==> config.mk <==
export PLATFORM = sky130hd
export DESIGN_NAME = cdc_toggle_handshake_receiver
export DESIGN_NICKNAME = d
export VERILOG_FILES = /design/src/rtl/cdc_toggle_handshake_receiver.sv
export SDC_FILE = /design/constraint.sdc
export NUM_CORES = 1
export LEC_CHECK = 0
export BUFFER_PORTS_ARGS = -buffer_cell sky130_fd_sc_hd__buf_2
export CORE_UTILIZATION = 51
export CTS_CLUSTER_SIZE = 20
export DETAILED_ROUTE_END_ITERATION = 8
export HOLD_SLACK_MARGIN = 0.08
export PLACE_DENSITY = 0.83
export SLEW_MARGIN = 25
export SYNTH_ARGS = -nofsm -noshare
export SYNTH_HDL_FRONTEND = slang
export SYNTH_SLANG_ARGS = --single-unit
==> constraint.sdc <==
create_clock -name dest_domain_clock -period 3.57 [get_ports dest_domain_clock]
set_input_delay 0.5355 -clock dest_domain_clock [delete_from_list [all_inputs] [get_ports dest_domain_clock]]
set_output_delay 0.5355 -clock dest_domain_clock [all_outputs]
set_load 0.01 [all_outputs]
==> src/rtl/cdc_toggle_handshake_receiver.sv <==
// Destination side of a toggle-based CDC handshake: capture a word on each request
// toggle, hold it for the local consumer, and return an ack toggle once it is consumed.
module cdc_toggle_handshake_receiver #(
  parameter int DATA_WIDTH  = 32,
  parameter int COUNT_WIDTH = 16
) (
  input  logic                   dest_domain_clock,
  input  logic                   dest_domain_reset_n,
  input  logic                   req_toggle_synchronised,
  input  logic [DATA_WIDTH-1:0]  data_in_foreign,
  output logic [DATA_WIDTH-1:0]  data_out,
  output logic                   data_valid,
  input  logic                   data_ready,
  output logic                   ack_toggle,
  output logic                   protocol_error,
  output logic [COUNT_WIDTH-1:0] transfer_count
);

  typedef enum logic {IDLE, HOLD} state_t;

  state_t state;
  logic   last_req;
  logic   req_edge;

  assign req_edge = (req_toggle_synchronised != last_req);

  always_ff @(posedge dest_domain_clock or negedge dest_domain_reset_n) begin
    if (!dest_domain_reset_n) begin
      state          <= IDLE;
      last_req       <= 1'b0;
      data_out       <= '0;
      data_valid     <= 1'b0;
      ack_toggle     <= 1'b0;
      protocol_error <= 1'b0;
      transfer_count <= '0;
    end else begin
      case (state)
        IDLE: begin
          if (req_edge) begin
            data_out   <= data_in_foreign;
            last_req   <= req_toggle_synchronised;
            data_valid <= 1'b1;
            state      <= HOLD;
          end
        end
        HOLD: begin
          // An edge on the completing cycle is left pending and picked up from IDLE next cycle.
          if (data_ready) begin
            data_valid     <= 1'b0;
            ack_toggle     <= ~ack_toggle;
            transfer_count <= transfer_count + 1'b1;
            state          <= IDLE;
          end else if (req_edge) begin
            protocol_error <= 1'b1;
          end
        end
        default: state <= IDLE;
      endcase
    end
  end

endmodule
==> impl_results.md <==
* PwrDens at 877.0 mW/mm2
* Port-buffer cells at 86
* Post-CTS Setup Bufs at 0
* Sum of negative setup slack at 0 ns
* Worst-Margin Slew at 0.6631 ns
* Final Max Slew Viols at 0
* RSZ-0062 raised after global routing: false
* Sequential area share after synthesis at 60.26%
* Logic pwr share at 41.8%
* CP Launch Type: flop
* Yosys top cell by area: dfrtp_1
* Final wirelength at 4164 um
* Yosys warns at 0
* First-pass GRT wire length at 6210 um
* Hold crit path type: in2async
* Fillers at 304
* Syn avg cell area at 15.72 um2
* Psw at 0.7874 mW
* Placeable Area at 0.004058 mm2
* CP max FO at 19
* Final Hold Fails at 0
* Layout cells sized above 1 at 57.94%
* Post-DR wirelength/cell at 14.71 um
* Clk_lat worst skew at 0.30 ns
* ANT cells at 0
* Final Skew at 0.007607 ns
* Via total after detailed routing at 1405
* Max-slew headroom at 55.70%
* Final setup violation count at 0
* R2R cell count at 4
* Max-Cap Viols at 0
* Max Buffers Root-to-Sink at 2
* Hold Buf Count CTS at 0
* CTS Buf Count at 5
* DRT Pass-1 Iters at 3
* Total GRT Usage at 18.95%
* GRT overflow at 0
* Crit Path Category: reg2reg
* Status: finished, final reports clean
* Clk pin slew, worst setup/hold paths at 0.09 ns
* Remaining DRCs at 0
* Initial antenna violation count at 0
* Yosys top cell area share at 60.26%
* Synthesized Nets at 177
* Number of DRC markers in iteration 0 at 68
* Vias in the first global route at 1288
* Synthesized instance count at 140
* CTS Root Cell: clkbuf_8
* Post-Syn Area at 0.002201 mm2
* Starting Density at 54.24%
* Largest net degree at the start of global routing at 54
* Routability cong. at 0.7223
* Max Clock Freq at 0.4715 GHz
* Detailed Place HPWL at 3002 um
* Period utilization at 59.41%
* ANT nets after route at 0
* Final nets at 269
* Unique masters post-synth at 22
* Row count at 23
* Synth-to-layout area growth at 27.29%
* Post-DR vias/cell at 4.965
* Die area at 0.004582 mm2
* H-tree Lvls at 2
* Clock tree sinks at 53
* Clock share of power at 16.9%
* Min Tclk post-route at 2.121 ns
* Sw frac at 32.05%
* Synth top area cells: dfrtp_1 60%, mux2_4 19%, xnor2_1 4.4%, mux2_2 3.1%, xor2_1 2.4%
* TritonCTS clock tree: done
* Die Wd at 67.69 um
* CP Data Required Time at 3.76 ns
* I/O pin count at 87
* Worst setup margin at 1.449 ns
* Resize count post-CTS at 0
* CP Data Arrival Time at 2.31 ns
* Die height at 67.69 um
* Flop pwr share at 41.3%
* Setup crit end kind: flop
* Static Leakage at 1.469 nW
* Internal at 1.669 mW
* Worst vdd ir at 414.8 uV
* Total power at 2.457 mW
* #FFs+latches synth at 53
* Dpl ws at 1.190 ns
* Final core occ at 69.04%
* Fin Hold WS at 0.2450 ns
[cells in the final DEF, fill, tap and decap left out, drive strengths merged, types with 3 or more instances in the layout]
master | netlist | layout
buf | 4 | 89
dfrtp | 53 | 53
mux2 | 34 | 34
xnor2 | 11 | 11
nand3 | 9 | 9
clkbuf | 0 | 7
xor2 | 6 | 6
nand2 | 5 | 5
and3 | 3 | 3
nor2 | 3 | 3
nand4 | 3 | 3
nor3 | 3 | 3
[Yosys cell counts (all sizes together)]
master and n:
a31o 1, nand2 5, nand3 9, ha 1
a21o 1, xnor2 11, xor2 6, nor3 3
nand4 3, inv 1, buf 4, mux2 34
nor2b 1, o21a 1, nor2 3, dfrtp 53
and3 3
[flip-flops by register name (all words and copies together), names as in the netlist]
signal / count
data_valid: 1
transfer_count: 16
data_out: 32
protocol_error: 1
last_req: 1
ack_toggle: 1
state: 1
[per-stage QoR]
| stage | cells | cell area, um2 |
|---|---|---|
| 6_report | 283 | 2801 |
| 3_5_place_dp | 275 | 2685 |
| 4_1_cts | 283 | 2801 |
| 2_1_floorplan | 140 | 2201 |
| 3_3_place_gp | 275 | 2683 |
| 5_1_grt | 283 | 2801 |
[path summary, 6_finish.rpt]
path | endpoint | start | slack, ns
worst max-delay path | data_out[25]$_DFFE_PN0P_ | last_req$_DFFE_PN0P_ | 1.45
worst min-delay path | data_out[19]$_DFFE_PN0P_ | dest_domain_reset_n | 0.24
min in group dest_domain_clock | data_out[17]$_DFFE_PN0P_ | data_in_foreign[17] | 0.45
max in group asynchronous | transfer_count[5]$_DFFE_PN0P_ | dest_domain_reset_n | 2.83
worst max register to register | data_out[25]$_DFFE_PN0P_ | last_req$_DFFE_PN0P_ | 1.45
worst min register to register | ack_toggle$_DFFE_PN0P_ | ack_toggle$_DFFE_PN0P_ | 0.48
[per-layer routing]
| layer | GRT usage (%) | wire, um | up-vias |
|---|---|---|---|
| li1 | - | - | 666 |
| met1 | 25.46 | 1768 | 685 |
| met2 | 28.84 | 2072 | 46 |
| met3 | 5.405 | 251 | 8 |
| met4 | 7.181 | 72 | 0 |
| met5 | 0 | 0 | - |
[logic make-up after synthesis]
family / share of synthesized area (%)
buffers and inverters: 2.046
AND/OR/NAND/NOR: 7.106
multiplexers: 22.17
XOR/XNOR: 6.765
AO/OA/AOI/OAI: 1.080
adder cells (fa/ha/maj): 0.5684
flip-flops: 60.26
[worst max-delay path: stages, from the launching register on]
cell and delay, ns:
dfrtp_1 0.39, xor2_1 0.24, nor2b_4 0.62, buf_4 0.42, mux2_4 0.33
[power by group through the flow]
stage | Clock (mW) | Combinational (mW) | Sequential [mW]
after floorplan | 0 | 0.619 | 1.11
after global placement | 0 | 0.999 | 1.02
after detailed placement | 0 | 1.04 | 1.02
after CTS | 0.425 | 1.04 | 1.02
after global routing | 0.451 | 1.11 | 1.05
final | 0.415 | 1.03 | 1.01
[cell type report]
class / count / area (um2) / share of cell area [%]
repair buffers: 89 / 455.4 / 16.26
multi-input cells: 82 / 837.1 / 29.88
clock buffers: 7 / 86.33 / 3.082
clock inverters: 1 / 30.03 / 1.072
inverters: 1 / 3.754 / 0.1340
well taps: 50 / 62.56 / 2.233
flip-flops and latches: 53 / 1326 / 47.34
(Power assumes the default switching activity.)
